[src/rtl/alu_result_stage.sv]
// ALU result stage: flag generation, a small FIFO of {data, flags} results,
// sticky carry/overflow accumulation and a free-running delivered-results counter.
module alu_result_stage #(
  parameter int WIDTH = 4,
  parameter int DEPTH = 2
) (
  input  logic             clk,
  input  logic             rst,
  input  logic             in_valid,
  output logic             in_ready,
  input  logic [WIDTH-1:0] in_data,
  input  logic             in_carry,
  input  logic             in_ovf,
  output logic             out_valid,
  input  logic             out_ready,
  output logic [WIDTH-1:0] out_data,
  output logic [3:0]       out_flags,
  input  logic             clr_sticky,
  output logic             sticky_c,
  output logic             sticky_v,
  output logic [7:0]       res_cnt
);

  localparam int PW = (DEPTH > 2) ? $clog2(DEPTH) : 1;
  localparam int CW = $clog2(DEPTH + 1);
  localparam int EW = WIDTH + 4;

  logic [EW-1:0] mem [DEPTH];
  logic [PW-1:0] wr_ptr;
  logic [PW-1:0] rd_ptr;
  logic [CW-1:0] count;
  logic          push;
  logic          pop;
  logic [3:0]    push_flags;

  function automatic logic [PW-1:0] next_ptr(input logic [PW-1:0] p);
    return (p == PW'(DEPTH - 1)) ? '0 : p + PW'(1);
  endfunction

  // A full buffer refuses input even when the head is leaving this cycle.
  assign in_ready   = (count < CW'(DEPTH)) & ~rst;
  assign out_valid  = (count != '0) & ~rst;
  assign push       = in_valid & in_ready;
  assign pop        = out_valid & out_ready;
  assign push_flags = {in_data[WIDTH-1], in_data == '0, in_carry, in_ovf};
  assign {out_data, out_flags} = out_valid ? mem[rd_ptr] : '0;

  always_ff @(posedge clk) begin
    if (push) begin
      mem[wr_ptr] <= {in_data, push_flags};
    end
  end

  always_ff @(posedge clk) begin
    if (rst) begin
      wr_ptr <= '0;
      rd_ptr <= '0;
      count  <= '0;
    end else begin
      if (push) begin
        wr_ptr <= next_ptr(wr_ptr);
      end
      if (pop) begin
        rd_ptr <= next_ptr(rd_ptr);
      end
      case ({push, pop})
        2'b10:   count <= count + CW'(1);
        2'b01:   count <= count - CW'(1);
        default: count <= count;
      endcase
    end
  end

  // A clear in the same cycle as a push still records that push's flags.
  always_ff @(posedge clk) begin
    if (rst) begin
      sticky_c <= 1'b0;
      sticky_v <= 1'b0;
    end else if (clr_sticky) begin
      sticky_c <= push & in_carry;
      sticky_v <= push & in_ovf;
    end else begin
      sticky_c <= sticky_c | (push & in_carry);
      sticky_v <= sticky_v | (push & in_ovf);
    end
  end

  always_ff @(posedge clk) begin
    if (rst) begin
      res_cnt <= '0;
    end else if (pop) begin
      res_cnt <= res_cnt + 8'd1;
    end
  end

endmodule

[config.mk]
export PLATFORM = sky130hd
export DESIGN_NAME = alu_result_stage
export DESIGN_NICKNAME = d
export VERILOG_FILES = /design/src/rtl/alu_result_stage.sv
export SDC_FILE = /design/constraint.sdc
export NUM_CORES = 1
export LEC_CHECK = 0
export BUFFER_PORTS_ARGS = -buffer_cell sky130_fd_sc_hd__buf_2
export CAP_MARGIN = 20
export CELL_PAD_IN_SITES_DETAIL_PLACEMENT = 1
export CELL_PAD_IN_SITES_GLOBAL_PLACEMENT = 2
export CORE_UTILIZATION = 32
export DETAILED_ROUTE_END_ITERATION = 8
export HOLD_SLACK_MARGIN = 0.15
export PLACE_DENSITY = 0.8
export RECOVER_POWER = 50
export REMOVE_ABC_BUFFERS = 1
export SYNTH_ARGS = -nofsm -noshare
export SYNTH_HDL_FRONTEND = slang
export SYNTH_SLANG_ARGS = --single-unit
[constraint.sdc]
create_clock -name clk -period 2.15 [get_ports clk]
set_input_delay 0 -clock clk [delete_from_list [all_inputs] [get_ports clk]]
set_output_delay 0 -clock clk [all_outputs]
set_load 0.1 [all_outputs]
==> results of run 1 <==
worst min-delay path by stage:
stage                     startpoint    endpoint  slack [ps]  depth (start not counted)
final                      out_ready  res_cnt[7]         200                          5
after floorplan                  rst    count[1]          70                          1
after CTS                   in_valid      wr_ptr         210                          4
after detailed placement  in_data[2]   mem[0][6]         220                          1
after global placement    in_data[1]   mem[1][5]         220                          1
after global routing       out_ready  res_cnt[7]         230                          5
state kept, by name (all words and copies together), names as in the netlist, named ones only:
name	flops
mem	14
res_cnt	8
count	2
rd_ptr	1
sticky_c	1
sticky_v	1
wr_ptr	1
per-stage QoR:
stage	cells	utilization [%]
after global routing	198	43.1
after floorplan	102	-
final	198	43.1
after CTS	198	43.9
after global placement	181	38.5
after detailed placement	181	38.5
logic make-up (layout without fill, tap and decap cells):
kind of cell    after synthesis  after routing  synth area share [%]
flops                        29             29                  59.0
xor+xnor                     10             10                  7.17
compound gates                7              7                  3.17
fa+ha+maj                     2              2                  2.05
simple gates                 44             44                  19.6
mux                           7              7                  5.73
buf+inv                       8             51                  3.38
cell type report:
type | instances | area, um2 | area share (%)
well taps | 48 | 60.1 | 3.81
repair buffers | 40 | 226 | 14.4
multi-input cells | 70 | 452 | 28.7
clock buffers | 6 | 72.6 | 4.60
clock inverters | 2 | 33.8 | 2.14
inverters | 3 | 11.3 | 0.714
flip-flops and latches | 29 | 721 | 45.7
repair_timing:
item / in CTS / in global routing
buffers inserted: 0 / 0
hold buffers: 9 / 0
endpoints found under the hold margin: 17 / 0
worst reg2reg max path: stages, from the launching register on:
cell and delay (ps):
dfxtp_1 340, nor2_2 330, nor2_1 210, ha_1 380, or3_1 390, a21oi_1 140
metal layers:
layer	GRT usage [%]	up-vias
li1	-	443
met4	5.97	0
met2	23.0	22
met1	15.0	421
met5	0	-
met3	5.36	5
cells in the final DEF (no fill, tap or decap), types with 4 or more instances in the layout:
cell and instances:
a21oi_1 4, dfxtp_1 15, clkbuf_8 5, mux2i_1 7
dlygate4sd3_1 9, edfxtp_1 14, nor2_1 23, buf_2 13
xnor2_1 9, clkbuf_1 18
synthesized netlist by cell type (all sizes together):
| cell | number |
|---|---|
| a31o | 1 |
| mux2i | 7 |
| nor2 | 24 |
| dfxtp | 15 |
| a21oi | 4 |
| nor3 | 2 |
| nor2b | 3 |
| o21ai | 2 |
| nor3b | 1 |
| ha | 2 |
| xnor2 | 9 |
| edfxtp | 14 |
| or2 | 1 |
| nor4 | 3 |
| nand2b | 3 |
| inv | 3 |
| nand3 | 3 |
| xor2 | 1 |
| or3 | 1 |
| nand4 | 1 |
| buf | 3 |
| nand2 | 2 |
| clkbuf | 2 |
power breakdown:
part / total [W] / switching (W) / leakage (nW) / internal (W)
clock: 0.000531 / 0.000190 / 0.0528 / 0.000341
combinational: 0.000285 / 0.000219 / 0.275 / 0.0000660
sequential: 0.000630 / 0.0000210 / 0.251 / 0.000609
==> key figures, run 1 <==
Status
  • Status: complete, no violations

Flow run
  • Maxcap violations: 0

Drt
  • DR vias: slightly below 900
  • Final wirelength: 2.43 mm
  • Max Used Layer: met4
  • Post-route ant nets: 0
  • Initial DRC count: 9
  • Met1 Wirelength: 1.10 mm
  • Residual DRC: 0
  • DR vias/cell: 4.50
  • 1st-pass router iterations: 2
  • Wire length on met3: 115 um
  • Post-detailed-route wirelength per cell: 12.3 um
  • Met2 wire len: 1.17 mm

Placed design
  • Placer congestion estimate: 0.698
  • Placed Instance Area: 1410 um2
  • Port Buf Inserts: 30
  • Pre-CTS setup slack: 354 ps
  • HPWL Detailed: 1.77 mm

Worst setup path
  • Delay-heaviest family, CP: simple AND/OR/NAND/NOR gates
  • Levels on crit path: 7
  • Worst path max stage delay: 530 ps
  • Worst Path Required: 2360 ps
  • Worst r2r dst: count[1]
  • Crit-path cells: dlygate4sd3_1 > clkbuf_1 > nand2b_4 > nor2_1 > ha_1 > or3_1 > a21oi_1
  • CP bufs+invs: 2
  • FF-to-FF path depth: 5
  • CP Capture Type: flip-flop
  • R2R Setup Slk: 320 ps
  • Critical-path maximum fanout: 6
  • Critical Setup Path Class: in -> reg
  • Startpoint types: input port
  • CP startpoint: rst
  • Worst endpoint data arrival time: 2130 ps
  • Critical-path top delay cell: dlygate4sd3_1
  • Reg2reg start: count[0]
  • Setup crit end: count[1]

Finish
  • Finished Cell Area: 1580 um2
  • Ant diodes: 0
  • Fill cells: 429
  • Layout area overhead: 29.0%
  • Layout cell share with drive strength beyond 1: between 10% and 20%
  • NumNets Final: ~160

Yosys
  • Post-Syn Area: 1220 um2
  • Average cell area after synthesis: approximately 11 um2
  • Post-synthesis cell type count: 29
  • Post-synth top area share: 34.4%
  • Top cells by area, synth: edfxtp_1, dfxtp_1, nor2_1
  • Seq/Total Area, Yosys: roughly 59%
  • Cells after Synth: 107
  • Cell accounting for the most synthesized area: edfxtp_1
  • Warnings from Yosys: 0
  • Synth Register Bits: 29

Global route
  • Largest net degree at the start of global routing: 15
  • Antenna violations before repair: 0
  • Global route overflow: 0
  • Vias in the first global route: 924
  • First-pass GRT wire length: 4.08 mm
  • Global Route Usage Sum: 13.6%

CTS
  • TritonCTS Buffers: 5
  • CTS Buffer Depth: 2
  • # H-tree levels: 2
  • Clock latency on the worst-skew pair: 270 ps
  • CTS resizes: 0
  • Clk sink count: 29
  • Root buffer cell: clkbuf_8
  • Clk slew on worst S/H paths: 60 ps
  • CTS tree: yes

Timing
  • Max frequency: approximately 520 MHz
  • Hold slack final: around 200 ps
  • Max-slew violations: 0
  • Final period utilization: 89.3%
  • Min setup slack post-route: 231 ps
  • Setup Viol. Count Final: 0
  • Final Hold Viols: 0
  • Final min period: between 1500 and 2000 ps
  • Worst-Margin Slew: around 1200 ps
  • RSZ-0062 raised after global routing: no
  • Clk_skew: 6.65 ps
  • Slew margin rel.: 21.1%
  • Setup TNS: 0 ps

Floorplanning
  • Starting Density: 33.4%
  • Die width: between 60 and 70 um
  • Std-Cell Rows: 22
  • Core Area: 3660 um2
  • Die Area: roughly 4000 um2
  • Chip Height: ~64 um
  • I/O pin cnt: 31

Power
  • Final Power: 0.00145 W
  • Leakage power: 0.579 nW
  • Maximum vdd drop: between 0.5 and 0.6 mV
  • PwrDens: roughly 920 nW/um2

Min path
  • Min-Delay Path Class: in -> reg
Note: power is estimated with default switching activity, not from simulation.
==> run 2: changes to the inputs <==
--- a/config.mk
+++ b/config.mk
@@ -9,10 +9,10 @@
 export CAP_MARGIN = 20
 export CELL_PAD_IN_SITES_DETAIL_PLACEMENT = 1
 export CELL_PAD_IN_SITES_GLOBAL_PLACEMENT = 2
-export CORE_UTILIZATION = 32
+export CORE_UTILIZATION = 30
 export DETAILED_ROUTE_END_ITERATION = 8
 export HOLD_SLACK_MARGIN = 0.15
-export PLACE_DENSITY = 0.8
+export PLACE_DENSITY = 0.76
 export RECOVER_POWER = 50
 export REMOVE_ABC_BUFFERS = 1
 export SYNTH_ARGS = -nofsm -noshare
==> key figures, run 2 (synthesized netlist as in run 1, its figures left out) <==
Power
  • PwrDens: 913 nW/um2 (-0.48%)
  • Final Power: 0.00145 W (about the same)
  • Maximum vdd drop: 0.377 mV (-33%)
  • Seq pwr share: 43.5% (about the same)
  • Comb pwr share: 19.6% (about the same)
  • Leakage power: 0.582 nW (+0.49%)
  • Net Sw Frac: 29.7% (about the same)
  • Sw Pwr: 0.000430 W (about the same)
  • Clk pwr share: 36.9% (+0.2 points)
  • Internal: 0.00102 W (about the same)

Finish
  • Biggest regs: mem: 14 flops, res_cnt: 8 flops, count: 2 flops
  • Ant diodes: 0 (unchanged)
  • Multi-input gate area: 458 um2 (+1.4%)
  • Top reg by flops: mem
  • NumNets Final: 162 (unchanged)
  • Most common cell after layout, fill and taps aside: nor2_1
  • Sequential cell area: 721 um2 (unchanged)
  • Most frequent cells in the layout: nor2_1, clkbuf_1, dfxtp_1
  • Layout area overhead: 29.6%
  • Max reg flops: 14 (unchanged)
  • Fill cells: 439 (+2.3%)
  • Layout cell share with drive strength beyond 1: 16.7% (+1.3 points)

Floorplanning
  • Core Area: 3770 um2 (+3.0%)
  • Chip Height: 65.8 um (+3.2%)
  • Die Area: 4330 um2 (+6.5%)
  • Die width: 65.8 um (+3.2%)
  • Starting Density: 32.4% (-0.97 points)
  • I/O pin cnt: 31 (unchanged)
  • Std-Cell Rows: 22 (unchanged)

Worst setup path
  • Worst endpoint data arrival time: 1810 ps (-320 ps)
  • Critical-path maximum fanout: 18 (+12)
  • Crit-path cells: dlygate4sd3_1 > buf_2 > buf_4 > or2_1 > nor2_1 > buf_2
  • Critical-path top delay cell: dlygate4sd3_1
  • Startpoint types: input port
  • Worst path max stage delay: 530 ps (about the same)
  • Most frequent CP cell: buf_2
  • Critical Setup Path Class: in -> out
  • CP Capture Type: output pin
  • Delay-heaviest family, CP: buffers and inverters
  • Worst Path Required: 2150 ps (-210 ps)
  • CP bufs+invs: 4 (+2)

CTS
  • Post-CTS setup buffers: 0 (unchanged)
  • CTS tree: yes
  • Clk sink count: 29 (unchanged)
  • # H-tree levels: 2 (unchanged)
  • Clock latency on the worst-skew pair: 270 ps (about the same)
  • Root buffer cell: clkbuf_8
  • TritonCTS Buffers: 5 (unchanged)
  • CTS Buffer Depth: 2 (unchanged)
  • Clk slew on worst S/H paths: 60 ps (about the same)

Placed design
  • Placer congestion estimate: 0.662 (-5.1%)
  • Port Buf Inserts: 30 (unchanged)
  • HPWL Detailed: 1.71 mm (-3.5%)

Global route
  • Vias in the first global route: 858 (-7.1%)
  • Met3 Resource Use GR: 4.66% (-0.70 points)
  • Global route overflow: 0 (unchanged)
  • Global Route Usage Sum: 12.4% (-1.2 points)
  • First-pass GRT wire length: 3.91 mm (-4.2%)
  • Largest net degree at the start of global routing: 19 (+4)
  • Most Crowded Layer GR: met2
  • GR Util met1: 15.0% (about the same)
  • GR Layer Usage met2: 19.9% (-3.1 points)
  • Antenna violations before repair: 0 (unchanged)

Drt
  • Post-route ant nets: 0 (unchanged)
  • 1st-pass router iterations: 4 (+2)
  • Post-detailed-route wirelength per cell: 12.1 um (-1.2%)
  • Final wirelength: 2.40 mm (-1.2%)
  • Residual DRC: 0 (unchanged)
  • Initial DRC count: 12 (+3)
  • DR vias/cell: 4.54 (+0.79%)
  • DR vias: 898 (+0.79%)

Min path
  • Min-Delay Path Class: in -> reg

Timing
  • Slew margin rel.: 22.5% (+1.5 points)
  • Max-slew violations: 0 (unchanged)
  • Final period utilization: 84.4% (-4.9 points)
  • RSZ-0062 raised after global routing: no
  • Setup Viol. Count Final: 0 (unchanged)
  • Hold slack final: 193 ps (-4.37 ps)
  • Max frequency: 551 MHz (+5.8%)
  • Worst-Margin Slew: 1170 ps (-21.9 ps)
  • Final Hold Viols: 0 (unchanged)
  • Clk_skew: 3.53 ps (-3.12 ps)
  • Final min period: 1810 ps (-105 ps)

Status
  • Status: complete, no violations

Flow run
  • Maxcap violations: 0 (unchanged)
==> run 2: tightest hold or removal path, cell delays in order <==
cell and delay, ps:
buf_2 90, nor2b_1 160, xnor2_1 140, nor2_1 30
==> run 2: area by class of cell <==
type | count | share of cell area (%)
Clock buffer | 6 | 4.58
Tap cell | 48 | 3.79
Clock inverter | 2 | 2.13
Multi-Input combinational cell | 70 | 28.9
Sequential cell | 29 | 45.5
Inverter | 3 | 0.711
Timing Repair Buffer | 40 | 14.4
==> run 2: routing by layer <==
layer  vias up  routed length, um
li1        443                  -
met1       424               1100
met2        27               1160
met3         4                120
met4         0                 25
met5         -                  0
==> run 2: stage by stage <==
step           area (um2)  utilization (%)  setup TNS [ps]  setup slack (ps)  instances
2_1_floorplan        1190                -           -2240             -1120        102
5_1_grt              1580             42.0               0               238        198
4_1_cts              1610             42.6               0               314        198
3_3_place_gp         1410             37.4               0               452        181
3_5_place_dp         1410             37.4               0               383        181
6_report             1580             42.0               0               336        198
==> run 2: timing repair <==
action                     in CTS  in global routing
setup endpoints to repair       0                  0
gates resized for setup         0                  0
hold buffers                    9                  0
hold endpoints to repair       28                  0
==> run 2: worst paths after layout <==
| path | from | endpoint | slack (ps) | cells after the start |
|---|---|---|---|---|
| worst max-delay path | rst | out_data[3] | 340 | 6 |
| worst min-delay path | in_valid | wr_ptr | 190 | 4 |
| worst min register to register | rd_ptr | rd_ptr | 530 | 2 |
| worst max register to register | count[0] | count[1] | 340 | 5 |
==> run 2: power by group through the flow <==
stage	logic, W	registers (W)	clock network [W]
after floorplan	0.000193	0.000667	0
after global placement	0.000272	0.000639	0
after detailed placement	0.000277	0.000641	0
after CTS	0.000291	0.000629	0.000551
after global routing	0.000300	0.000632	0.000578
final	0.000284	0.000629	0.000533
